`src/rtl/handshake_skid.sv`:
```
// Valid/ready register slice with a two-entry skid buffer; s_ready comes straight from a flop.
// Also keeps bring-up counters for completed output transfers and downstream stall cycles.
module handshake_skid #(
    parameter int unsigned DW = 8,
    parameter int unsigned CW = 16
) (
    input  logic          clk,
    input  logic          rst,
    input  logic          s_valid,
    output logic          s_ready,
    input  logic [DW-1:0] s_data,
    output logic          m_valid,
    input  logic          m_ready,
    output logic [DW-1:0] m_data,
    input  logic          cnt_clr,
    output logic [CW-1:0] xfer_cnt,
    output logic [CW-1:0] stall_cnt
);

    localparam logic [1:0] ST_EMPTY = 2'd0;
    localparam logic [1:0] ST_BUSY  = 2'd1;
    localparam logic [1:0] ST_FULL  = 2'd2;

    logic [1:0]    r_state;
    logic [DW-1:0] r_main_data;
    logic [DW-1:0] r_skid_data;
    logic          r_s_ready;
    logic [CW-1:0] r_xfer_cnt;
    logic [CW-1:0] r_stall_cnt;

    logic [1:0]    w_state_nxt;
    logic [DW-1:0] w_main_nxt;
    logic [DW-1:0] w_skid_nxt;
    logic          w_m_valid;
    logic          w_in_fire;
    logic          w_out_fire;
    logic          w_stall;

    assign w_m_valid  = (r_state != ST_EMPTY);
    assign w_in_fire  = s_valid & r_s_ready;
    assign w_out_fire = w_m_valid & m_ready;
    assign w_stall    = w_m_valid & ~m_ready;

    // Next-state and data-load selection
    always_comb begin
        w_state_nxt = r_state;
        w_main_nxt  = r_main_data;
        w_skid_nxt  = r_skid_data;
        case (r_state)
            ST_EMPTY: begin
                if (w_in_fire) begin
                    w_main_nxt  = s_data;
                    w_state_nxt = ST_BUSY;
                end
            end
            ST_BUSY: begin
                if (w_in_fire && w_out_fire) begin
                    w_main_nxt = s_data;
                end else if (w_in_fire) begin
                    w_skid_nxt  = s_data;
                    w_state_nxt = ST_FULL;
                end else if (w_out_fire) begin
                    w_state_nxt = ST_EMPTY;
                end
            end
            ST_FULL: begin
                if (w_out_fire) begin
                    w_main_nxt  = r_skid_data;
                    w_state_nxt = ST_BUSY;
                end
            end
            default: begin
                w_state_nxt = ST_EMPTY;
            end
        endcase
    end

    // s_ready looks one state ahead so it is low exactly while the skid holds a beat
    always_ff @(posedge clk or posedge rst) begin
        if (rst) begin
            r_state     <= ST_EMPTY;
            r_main_data <= '0;
            r_skid_data <= '0;
            r_s_ready   <= 1'b0;
        end else begin
            r_state     <= w_state_nxt;
            r_main_data <= w_main_nxt;
            r_skid_data <= w_skid_nxt;
            r_s_ready   <= (w_state_nxt != ST_FULL);
        end
    end

    // Transfer counter wraps; stall counter saturates; clear wins over increment
    always_ff @(posedge clk or posedge rst) begin
        if (rst) begin
            r_xfer_cnt  <= '0;
            r_stall_cnt <= '0;
        end else if (cnt_clr) begin
            r_xfer_cnt  <= '0;
            r_stall_cnt <= '0;
        end else begin
            if (w_out_fire) begin
                r_xfer_cnt <= r_xfer_cnt + CW'(1);
            end
            if (w_stall && !(&r_stall_cnt)) begin
                r_stall_cnt <= r_stall_cnt + CW'(1);
            end
        end
    end

    assign s_ready   = r_s_ready;
    assign m_valid   = w_m_valid;
    assign m_data    = r_main_data;
    assign xfer_cnt  = r_xfer_cnt;
    assign stall_cnt = r_stall_cnt;

endmodule

```
`config.mk`:
```
export PLATFORM = sky130hd
export DESIGN_NAME = handshake_skid
export DESIGN_NICKNAME = d
export VERILOG_FILES = /design/src/rtl/handshake_skid.sv
export SDC_FILE = /design/constraint.sdc
export NUM_CORES = 1
export LEC_CHECK = 0
export BUFFER_PORTS_ARGS = -buffer_cell sky130_fd_sc_hd__buf_2
export CAP_MARGIN = 20
export CORE_ASPECT_RATIO = 1.5
export CORE_UTILIZATION = 49
export CTS_CLUSTER_SIZE = 12
export DETAILED_ROUTE_END_ITERATION = 8
export GPL_ROUTABILITY_DRIVEN = 0
export PLACE_DENSITY = 0.8
export REMOVE_ABC_BUFFERS = 1
export SLEW_MARGIN = 0
export SYNTH_ARGS = -nofsm -noshare
export SYNTH_HDL_FRONTEND = slang
export SYNTH_SLANG_ARGS = --single-unit
export TNS_END_PERCENT = 50
```
`constraint.sdc`:
```
create_clock -name clk -period 1.7 [get_ports clk]
set_input_delay 0.17 -clock clk [delete_from_list [all_inputs] [get_ports clk]]
set_output_delay 0.17 -clock clk [all_outputs]
set_load 0.005 [all_outputs]
```
==> flow_summary.html, run 1 <==
<table>
<tr><th>Metric</th><th>Value</th></tr>
<tr><th colspan="2">Setup path</th></tr>
<tr><td>RR Endpoint</td><td>stall_cnt[4]</td></tr>
<tr><td>Path type of the worst setup path</td><td>register to register</td></tr>
<tr><td>Max incr delay on CP</td><td>0.48 ns</td></tr>
<tr><td>R2R Setup Slk</td><td>0.002 ns</td></tr>
<tr><td>Length in cells of the worst reg-to-reg path</td><td>5</td></tr>
<tr><td>Element type at the critical path start</td><td>register</td></tr>
<tr><td>Critical Path, Cell by Cell</td><td>ha_2 -&gt; and4_1 -&gt; and4_4 -&gt; or4_4 -&gt; a21oi_2</td></tr>
<tr><td>Cell at the slowest stage of the critical path</td><td>sky130_fd_sc_hd__or4_4</td></tr>
<tr><td>Critical path data arrival time</td><td>1.94 ns</td></tr>
<tr><td>Req. time, crit path</td><td>1.94 ns</td></tr>
<tr><td>Critical Path Sink Type</td><td>register</td></tr>
<tr><td>Crit path max fanout</td><td>5</td></tr>
<tr><td>RR Startpoint</td><td>stall_cnt[1]</td></tr>
<tr><th colspan="2">Timing</th></tr>
<tr><td>Final Critical Period</td><td>1.70 ns</td></tr>
<tr><td>Unrepaired setup endpoints after global routing</td><td>true</td></tr>
<tr><td>Setup-failing EPs final</td><td>0</td></tr>
<tr><td>Worst Skew</td><td>0.00491 ns</td></tr>
<tr><td>Fin Setup TNS</td><td>0 ns</td></tr>
<tr><td>Relative slew slack</td><td>70.4%</td></tr>
<tr><td>Tightest Pin Transition</td><td>0.443 ns</td></tr>
<tr><td>Final clock period utilization by the worst path</td><td>99.9%</td></tr>
<tr><td>Fmax</td><td>0.589 GHz</td></tr>
<tr><td>Final hold slack</td><td>0.105 ns</td></tr>
<tr><td>Count of endpoints failing hold in the final timing report</td><td>0</td></tr>
<tr><td>Final-report max-slew violation count</td><td>0</td></tr>
<tr><th colspan="2">Placed design</th></tr>
<tr><td>Number of port buffers</td><td>54</td></tr>
<tr><td>Post-DP HPWL</td><td>4070 um</td></tr>
<tr><th colspan="2">Finish</th></tr>
<tr><td>Area added between synthesis and finish</td><td>28.2%</td></tr>
<tr><td>Layout net count</td><td>346</td></tr>
<tr><td>Antenna diode count</td><td>0</td></tr>
<tr><td>Utilization of the core after routing</td><td>65.1%</td></tr>
<tr><td>Share of layout cells above drive strength 1</td><td>38.3%</td></tr>
<tr><th colspan="2">Flow run</th></tr>
<tr><td>Max-cap viol count</td><td>0</td></tr>
<tr><th colspan="2">Drt</th></tr>
<tr><td>Total via count after detailed routing</td><td>2253</td></tr>
<tr><td>Via count normalized by instance count</td><td>5.63</td></tr>
<tr><td>First-pass iteration count of the detailed router</td><td>4</td></tr>
<tr><td>Number of antenna-violating nets in the routed design</td><td>0</td></tr>
<tr><td>DR WL/cell</td><td>14.6 um</td></tr>
<tr><td>Final wirelength</td><td>5860 um</td></tr>
<tr><td>DRC viols</td><td>0</td></tr>
<tr><td>Number of DRC markers in iteration 0</td><td>78</td></tr>
<tr><th colspan="2">Yosys</th></tr>
<tr><td>Xor/xnor cell area share of the yosys netlist</td><td>3.70%</td></tr>
<tr><td>Compound-gate portion of the synthesized area</td><td>14.5%</td></tr>
<tr><td>Top area cells in the synthesized netlist</td><td>sky130_fd_sc_hd__dfrtp_1, sky130_fd_sc_hd__a21oi_1, sky130_fd_sc_hd__mux2i_1, sky130_fd_sc_hd__mux2_2, sky130_fd_sc_hd__nor2_1</td></tr>
<tr><td>Cell taking the most area after synthesis</td><td>sky130_fd_sc_hd__dfrtp_1</td></tr>
<tr><td>Post-Synth Adder-Cell Area</td><td>0.962%</td></tr>
<tr><td>Post-Syn Area</td><td>2600 um2</td></tr>
<tr><td>Count of distinct cell types in the synthesized netlist</td><td>47</td></tr>
<tr><td>Synth Flop Type</td><td>sky130_fd_sc_hd__dfrtp_1</td></tr>
<tr><td>Fraction of registers with async set/reset</td><td>100%</td></tr>
<tr><td>Mux contribution to synthesized area</td><td>8.13%</td></tr>
<tr><td>Synth cell count leaders</td><td>sky130_fd_sc_hd__dfrtp_1, sky130_fd_sc_hd__nor2_1, sky130_fd_sc_hd__a21oi_1</td></tr>
<tr><td>Count of synthesis-stage warnings from yosys</td><td>0</td></tr>
<tr><td>Largest family of logic cells by synthesized area</td><td>simple AND/OR/NAND/NOR gates</td></tr>
<tr><td>Number of synthesized flops with an enable pin</td><td>0</td></tr>
<tr><td>Proportion of netlist area held by the largest area contributor</td><td>49.1%</td></tr>
<tr><td>Synthesized instance count</td><td>247</td></tr>
<tr><td>Count leader, synth</td><td>sky130_fd_sc_hd__dfrtp_1</td></tr>
<tr><td>Post-synthesis share of cell area spent on and, or, nand and nor gates</td><td>19.6%</td></tr>
<tr><td>Register area share after synthesis</td><td>49.1%</td></tr>
<tr><td>Mean area per synthesized cell</td><td>10.5 um2</td></tr>
<tr><td>Number of flip-flops and latches in the synthesized netlist</td><td>51</td></tr>
<tr><th colspan="2">Clocking</th></tr>
<tr><td>Clock slew seen by the registers of the worst setup and hold paths</td><td>0.10 ns</td></tr>
<tr><td>Buffers from clock root to sink, at most</td><td>2</td></tr>
<tr><td>Max H-tree Level</td><td>2</td></tr>
<tr><td>Inserted Clock Buffers</td><td>5</td></tr>
<tr><td>Root buffer selected by CTS</td><td>sky130_fd_sc_hd__clkbuf_8</td></tr>
<tr><td>TritonCTS clock tree</td><td>done</td></tr>
<tr><td>Latest clock arrival within the worst-skew pair</td><td>0.31 ns</td></tr>
<tr><td>Clk sink count</td><td>51</td></tr>
<tr><th colspan="2">Pwr</th></tr>
<tr><td>Power, Total</td><td>3350 uW</td></tr>
<tr><td>Pleak</td><td>0.00157 uW</td></tr>
<tr><td>PwrDens</td><td>1000 nW/um2</td></tr>
<tr><td>Max VDD drop</td><td>0.745 mV</td></tr>
<tr><th colspan="2">Status</th></tr>
<tr><td>Status</td><td>completed</td></tr>
<tr><th colspan="2">Hold path</th></tr>
<tr><td>Hold Path Depth</td><td>2</td></tr>
<tr><td>Hold/Removal Path Class</td><td>input port to register</td></tr>
<tr><td>WHS Endpoint</td><td>r_skid_data[1]</td></tr>
<tr><td>Worst min-delay path startpoint</td><td>s_data[1]</td></tr>
<tr><th colspan="2">Global routing</th></tr>
<tr><td>Global route overflow</td><td>0</td></tr>
<tr><td>Met2 global-route usage</td><td>37.8%</td></tr>
<tr><td>Pin count of the biggest net entering global routing</td><td>52</td></tr>
<tr><td>Met1 Use GR</td><td>23.5%</td></tr>
<tr><td>Fraction of met3 tracks used by global routing</td><td>4.56%</td></tr>
<tr><td>Number of global-route vias before repair</td><td>2142</td></tr>
<tr><td>Wire length of the first global-routing pass</td><td>9120 um</td></tr>
<tr><td>Antenna violations before repair</td><td>0</td></tr>
<tr><td>Most congested layer reported by global routing</td><td>met2</td></tr>
<tr><td>Tot GR Track Use</td><td>21.5%</td></tr>
<tr><th colspan="2">Die</th></tr>
<tr><td>Core Footprint</td><td>5120 um2</td></tr>
<tr><td>Core Rows</td><td>32</td></tr>
<tr><td>Effective utilization at floorplan</td><td>50.8%</td></tr>
<tr><td>Overall die area</td><td>5610 um2</td></tr>
<tr><td>Floorplan die width</td><td>61.5 um</td></tr>
<tr><td>Overall die height</td><td>91.2 um</td></tr>
<tr><td>IO Count</td><td>55</td></tr>
</table>
## worst max-delay path, delay by kind of cell (launching register included)
family / cells / cell delay, ns
fa+ha+maj: 1 / 0.20
simple gates: 3 / 0.87
compound gates: 1 / 0.16
flops: 1 / 0.40
## through the flow
stage	cell area, um2	cells	setup slack (ns)
final	3340	400	0.00219
after detailed placement	3120	387	-0.0505
after global routing	3340	400	-0.0304
after global placement	3120	387	-0.0152
after CTS	3270	396	0.00797
after floorplan	2530	235	-0.0280
## routing by layer
metal  up-vias  wire (um)
li1       1078          -
met2        56       3070
met4         0        144
met5         -          0
met3        16        222
met1      1103       2420
## power breakdown
group	switching [uW]	leakage, uW	internal [uW]	total [uW]
clock	420	0.0000644	587	1010
sequential	147	0.000663	1440	1590
combinational	358	0.000842	393	751
## worst max-delay path by stage
stage                       startpoint  slack [ns]  cells past startpoint           end
final                     stall_cnt[1]       0.002                      5  stall_cnt[4]
after detailed placement  stall_cnt[0]       -0.05                      5  stall_cnt[4]
after global placement    stall_cnt[0]       -0.02                      5  stall_cnt[6]
after global routing       xfer_cnt[0]       -0.03                      5  xfer_cnt[12]
after floorplan           stall_cnt[0]       -0.03                      5  stall_cnt[4]
after CTS                 stall_cnt[0]       0.008                      5  stall_cnt[9]
## repair_timing
item	CTS	global route
buffers inserted	0	3
hold buffers	1	0
setup endpoints to repair	7	18
hold endpoints to repair	51	0
resized for setup	3	13
gates cloned	0	1
pin swaps	1	5
## logic make-up after synthesis
logic type | count (synthesis)
DFF | 51
and+or+nand+nor | 90
buffers and inverters | 21
AOI/OAI and AO/OA | 52
xor gates and xnor gates | 11
muxes | 20
adders and majority gates | 2
## registers in the layout, summed over array words and instances (netlist names)
| register | count |
|---|---|
| s_ready | 1 |
| m_data | 8 |
| stall_cnt | 16 |
| r_state | 2 |
| xfer_cnt | 16 |
| r_skid_data | 8 |
## area by class of cell
class | instances | area [um2]
Inverter | 9 | 33.8
Clock buffer | 5 | 68.8
Timing Repair Buffer | 88 | 541
Multi-Input combinational cell | 176 | 1260
Fill cell | 437 | 1790
Tap cell | 68 | 85.1
Clock inverter | 3 | 67.6
Sequential cell | 51 | 1280
## layout by cell type, fill, tap and decap left out, types with 2 or more instances in the layout
cell                        count
sky130_fd_sc_hd__and4_1         2
sky130_fd_sc_hd__mux2i_1       11
sky130_fd_sc_hd__or2_2          2
sky130_fd_sc_hd__nand2_1       14
sky130_fd_sc_hd__buf_2         54
sky130_fd_sc_hd__and2_1         2
sky130_fd_sc_hd__nor4_1         2
sky130_fd_sc_hd__or4_1          8
sky130_fd_sc_hd__nor3_1         4
sky130_fd_sc_hd__dfrtp_1       50
sky130_fd_sc_hd__nand3_1        5
sky130_fd_sc_hd__o311ai_1       3
sky130_fd_sc_hd__or3_1          4
sky130_fd_sc_hd__nand4_1        4
sky130_fd_sc_hd__o21ai_0        4
sky130_fd_sc_hd__and3_1         2
sky130_fd_sc_hd__inv_1          8
sky130_fd_sc_hd__buf_4         32
sky130_fd_sc_hd__nor2_1        24
sky130_fd_sc_hd__clkbuf_8       5
sky130_fd_sc_hd__nand2b_1       2
sky130_fd_sc_hd__mux2_2         9
sky130_fd_sc_hd__bufinv_16      2
sky130_fd_sc_hd__xnor2_1       10
sky130_fd_sc_hd__o41ai_1        4
sky130_fd_sc_hd__o31ai_1        9
sky130_fd_sc_hd__a21oi_1       21
sky130_fd_sc_hd__and4_4         3
Power figures use the tool's default switching activity.
==> run 2: changes to the inputs <==
--- a/config.mk
+++ b/config.mk
@@ -9,6 +9,7 @@
 export CAP_MARGIN = 20
 export CORE_ASPECT_RATIO = 1.5
 export CORE_UTILIZATION = 49
+export CTS_BUF_LIST = sky130_fd_sc_hd__clkbuf_16
 export CTS_CLUSTER_SIZE = 12
 export DETAILED_ROUTE_END_ITERATION = 8
 export GPL_ROUTABILITY_DRIVEN = 0
==> run 2 against run 1 <==
Net effect: power grew 9.2%; largest power group unchanged; die area is the same; combinational power grew 3%; global-route usage grew 0.13 points.
==> flow_summary.html, run 2 (synthesis results as in run 1) <==
<table>
<tr><th>Metric</th><th>Value</th></tr>
<tr><th colspan="2">Status</th></tr>
<tr><td>Status</td><td>completed</td></tr>
<tr><th colspan="2">Drt</th></tr>
<tr><td>Number of DRC markers in iteration 0</td><td>73 (-6.4%)</td></tr>
<tr><td>First-pass iteration count of the detailed router</td><td>4 (unchanged)</td></tr>
<tr><td>Total via count after detailed routing</td><td>2226 (-1.2%)</td></tr>
<tr><td>Number of antenna-violating nets in the routed design</td><td>0 (unchanged)</td></tr>
<tr><td>DR WL/cell</td><td>14.7 um (+0.34%)</td></tr>
<tr><td>Via count normalized by instance count</td><td>5.58 (-0.95%)</td></tr>
<tr><td>Top layer in use</td><td>met4</td></tr>
<tr><td>Length of routed wiring on met1</td><td>2420 um (-0.25%)</td></tr>
<tr><td>Final wirelength</td><td>5860 um (about the same)</td></tr>
<tr><td>Wire length on met2</td><td>3000 um (-2.2%)</td></tr>
<tr><td>Routed length on met3</td><td>286 um (+29%)</td></tr>
<tr><td>DRC viols</td><td>0 (unchanged)</td></tr>
<tr><th colspan="2">Setup path</th></tr>
<tr><td>R2R Setup Slk</td><td>0.06 ns (+0.06 ns)</td></tr>
<tr><td>Critical Path, Cell by Cell</td><td>and4_4 -&gt; nand4_1 -&gt; o311ai_0 -&gt; o41ai_1</td></tr>
<tr><td>Length in cells of the worst reg-to-reg path</td><td>4 (-1)</td></tr>
<tr><td>Req. time, crit path</td><td>1.86 ns (-0.08 ns)</td></tr>
<tr><td>Cell at the slowest stage of the critical path</td><td>sky130_fd_sc_hd__o311ai_0</td></tr>
<tr><td>Path type of the worst setup path</td><td>register to register</td></tr>
<tr><td>Element type at the critical path start</td><td>register</td></tr>
<tr><td>Crit path max fanout</td><td>7 (+2)</td></tr>
<tr><td>Max incr delay on CP</td><td>0.41 ns (-0.07 ns)</td></tr>
<tr><td>Critical path data arrival time</td><td>1.80 ns (-0.14 ns)</td></tr>
<tr><td>Critical Path Sink Type</td><td>register</td></tr>
<tr><th colspan="2">Finish</th></tr>
<tr><td>Most common cell after layout, fill and taps aside</td><td>sky130_fd_sc_hd__buf_2</td></tr>
<tr><td>Area used by multi-input combinational logic</td><td>1260 um2 (unchanged)</td></tr>
<tr><td>Layout net count</td><td>345 (-0.29%)</td></tr>
<tr><td>Share of layout cells above drive strength 1</td><td>39.0% (+0.72 points)</td></tr>
<tr><td>Final-layout fill cell count</td><td>423 (-3.2%)</td></tr>
<tr><td>Utilization of the core after routing</td><td>66.1% (+0.98 points)</td></tr>
<tr><td>Area added between synthesis and finish</td><td>30.2%</td></tr>
<tr><td>Sequential cell area</td><td>1280 um2 (about the same)</td></tr>
<tr><td>Antenna diode count</td><td>0 (unchanged)</td></tr>
<tr><td>Commonest cells after routing, fill and taps aside</td><td>sky130_fd_sc_hd__buf_2, sky130_fd_sc_hd__dfrtp_1, sky130_fd_sc_hd__buf_4, sky130_fd_sc_hd__nor2_1, sky130_fd_sc_hd__a21oi_1</td></tr>
<tr><td>Cell area after layout</td><td>3390 um2 (+1.5%)</td></tr>
<tr><th colspan="2">Global routing</th></tr>
<tr><td>Number of global-route vias before repair</td><td>2146 (+0.19%)</td></tr>
<tr><td>Pin count of the biggest net entering global routing</td><td>52 (unchanged)</td></tr>
<tr><td>Global route overflow</td><td>0 (unchanged)</td></tr>
<tr><td>Wire length of the first global-routing pass</td><td>9210 um (+0.99%)</td></tr>
<tr><td>Tot GR Track Use</td><td>21.7% (+0.13 points)</td></tr>
<tr><td>Antenna violations before repair</td><td>0 (unchanged)</td></tr>
<tr><th colspan="2">Hold path</th></tr>
<tr><td>Hold/Removal Path Class</td><td>input port to register</td></tr>
<tr><td>Hold Path Depth</td><td>2 (unchanged)</td></tr>
<tr><th colspan="2">Placed design</th></tr>
<tr><td>Post-DP HPWL</td><td>4070 um (unchanged)</td></tr>
<tr><td>Placed inst area</td><td>3120 um2 (unchanged)</td></tr>
<tr><td>Number of port buffers</td><td>54 (unchanged)</td></tr>
<tr><th colspan="2">Timing</th></tr>
<tr><td>Fmax</td><td>0.609 GHz (+3.4%)</td></tr>
<tr><td>Worst Skew</td><td>0.00520 ns (+0.000285 ns)</td></tr>
<tr><td>Final clock period utilization by the worst path</td><td>96.6% (-3.3 points)</td></tr>
<tr><td>Relative slew slack</td><td>72.1% (+1.7 points)</td></tr>
<tr><td>Unrepaired setup endpoints after global routing</td><td>true</td></tr>
<tr><td>Tightest Pin Transition</td><td>0.418 ns (-0.0252 ns)</td></tr>
<tr><td>Setup-failing EPs final</td><td>0 (unchanged)</td></tr>
<tr><td>Count of endpoints failing hold in the final timing report</td><td>0 (unchanged)</td></tr>
<tr><td>Final-report max-slew violation count</td><td>0 (unchanged)</td></tr>
<tr><td>Final Critical Period</td><td>1.64 ns (-0.0558 ns)</td></tr>
<tr><th colspan="2">Pwr</th></tr>
<tr><td>PwrDens</td><td>1080 nW/um2 (+7.6%)</td></tr>
<tr><td>Power Internal</td><td>2690 uW (+11%)</td></tr>
<tr><td>Switching power of the nets</td><td>963 uW (+4.1%)</td></tr>
<tr><td>Sequential share of power</td><td>43.4% (-4.1 points)</td></tr>
<tr><td>Clock power share</td><td>35.5% (+5.4 points)</td></tr>
<tr><td>Combinational power share</td><td>21.1% (-1.4 points)</td></tr>
<tr><td>Max VDD drop</td><td>0.701 mV (-5.9%)</td></tr>
<tr><td>Pleak</td><td>0.00159 uW (+1.5%)</td></tr>
<tr><td>Fraction of power spent switching nets</td><td>26.4% (-1.3 points)</td></tr>
<tr><td>Power, Total</td><td>3650 uW (+9.2%)</td></tr>
<tr><th colspan="2">Die</th></tr>
<tr><td>IO Count</td><td>55 (unchanged)</td></tr>
<tr><td>Core Footprint</td><td>5120 um2 (unchanged)</td></tr>
<tr><td>Floorplan die width</td><td>61.5 um (unchanged)</td></tr>
<tr><td>Overall die height</td><td>91.2 um (unchanged)</td></tr>
<tr><td>Core Rows</td><td>32 (unchanged)</td></tr>
<tr><td>Overall die area</td><td>5610 um2 (unchanged)</td></tr>
<tr><td>Effective utilization at floorplan</td><td>50.8% (unchanged)</td></tr>
<tr><th colspan="2">Clocking</th></tr>
<tr><td>Clock slew seen by the registers of the worst setup and hold paths</td><td>0.07 ns (-0.03 ns)</td></tr>
<tr><td>Clk sink count</td><td>51 (unchanged)</td></tr>
<tr><td>Inserted Clock Buffers</td><td>5 (unchanged)</td></tr>
<tr><td>Max H-tree Level</td><td>2 (unchanged)</td></tr>
<tr><td>TritonCTS clock tree</td><td>done</td></tr>
<tr><td>Latest clock arrival within the worst-skew pair</td><td>0.29 ns (-0.02 ns)</td></tr>
<tr><td>Root buffer selected by CTS</td><td>sky130_fd_sc_hd__clkbuf_16</td></tr>
<tr><td>Buffers from clock root to sink, at most</td><td>2 (unchanged)</td></tr>
<tr><th colspan="2">Flow run</th></tr>
<tr><td>Max-cap viol count</td><td>0 (unchanged)</td></tr>
</table>
==> run 2: worst max-delay path: cells and delay by family (launching register included) <==
| kind | cells | cell delay (ns) |
|---|---|---|
| and+or+nand+nor | 2 | 0.57 |
| AOI/OAI and AO/OA | 2 | 0.54 |
| DFF | 1 | 0.39 |
==> run 2: power by group through the flow <==
| stage | combinational [uW] | sequential [uW] | clock, uW |
|---|---|---|---|
| global route | 873 | 1630 | 1350 |
| detailed placement | 756 | 1610 | 0 |
| global placement | 728 | 1600 | 0 |
| CTS | 760 | 1590 | 1310 |
| finish | 770 | 1590 | 1300 |
| floorplan | 435 | 1620 | 0 |
==> run 2: final cells by class <==
cell class	count	share of cell area [%]
Sequential cell	51	37.8
Multi-Input combinational cell	176	37.3
Timing Repair Buffer	87	15.7
Clock buffer	5	3.70
Tap cell	68	2.51
Clock inverter	3	2.00
Inverter	9	0.998
==> run 2: worst paths after layout <==
path                                start        endpoint
setup reg to reg             stall_cnt[6]   stall_cnt[12]
min in group asynchronous             rst       m_data[6]
max in group asynchronous             rst      r_state[0]
setup / recovery             stall_cnt[6]   stall_cnt[12]
hold reg to reg            r_skid_data[6]  r_skid_data[6]
hold / removal                  s_data[6]  r_skid_data[6]
==> run 2: what timing repair did <==
item / CTS / global route
setup endpoints to repair: 7 / 18
gates resized for setup: 4 / 13
setup buffers: 0 / 2
hold buffers: 1 / 0
endpoints found under the hold margin: 51 / 0
cloned: 0 / 1
pin swaps: 0 / 5
==> run 2: metal layers <==
layer,up-vias,GRT usage (%)
li1,1081,-
met1,1055,23.9
met2,76,39.0
met3,14,3.70
met4,0,8.33
met5,-,0
==> run 2: metrics by stage <==
stage / instances / setup slack (ns) / hold slack [ns] / setup TNS, ns
after floorplan: 235 / -0.0280 / 0.233 / -0.0559
after global placement: 387 / -0.0152 / 0.237 / -0.0276
after detailed placement: 387 / -0.0505 / 0.237 / -0.155
after CTS: 396 / 0.00324 / 0.124 / 0
after global routing: 399 / -0.0219 / 0.131 / -0.0724
final: 399 / 0.0580 / 0.128 / 0
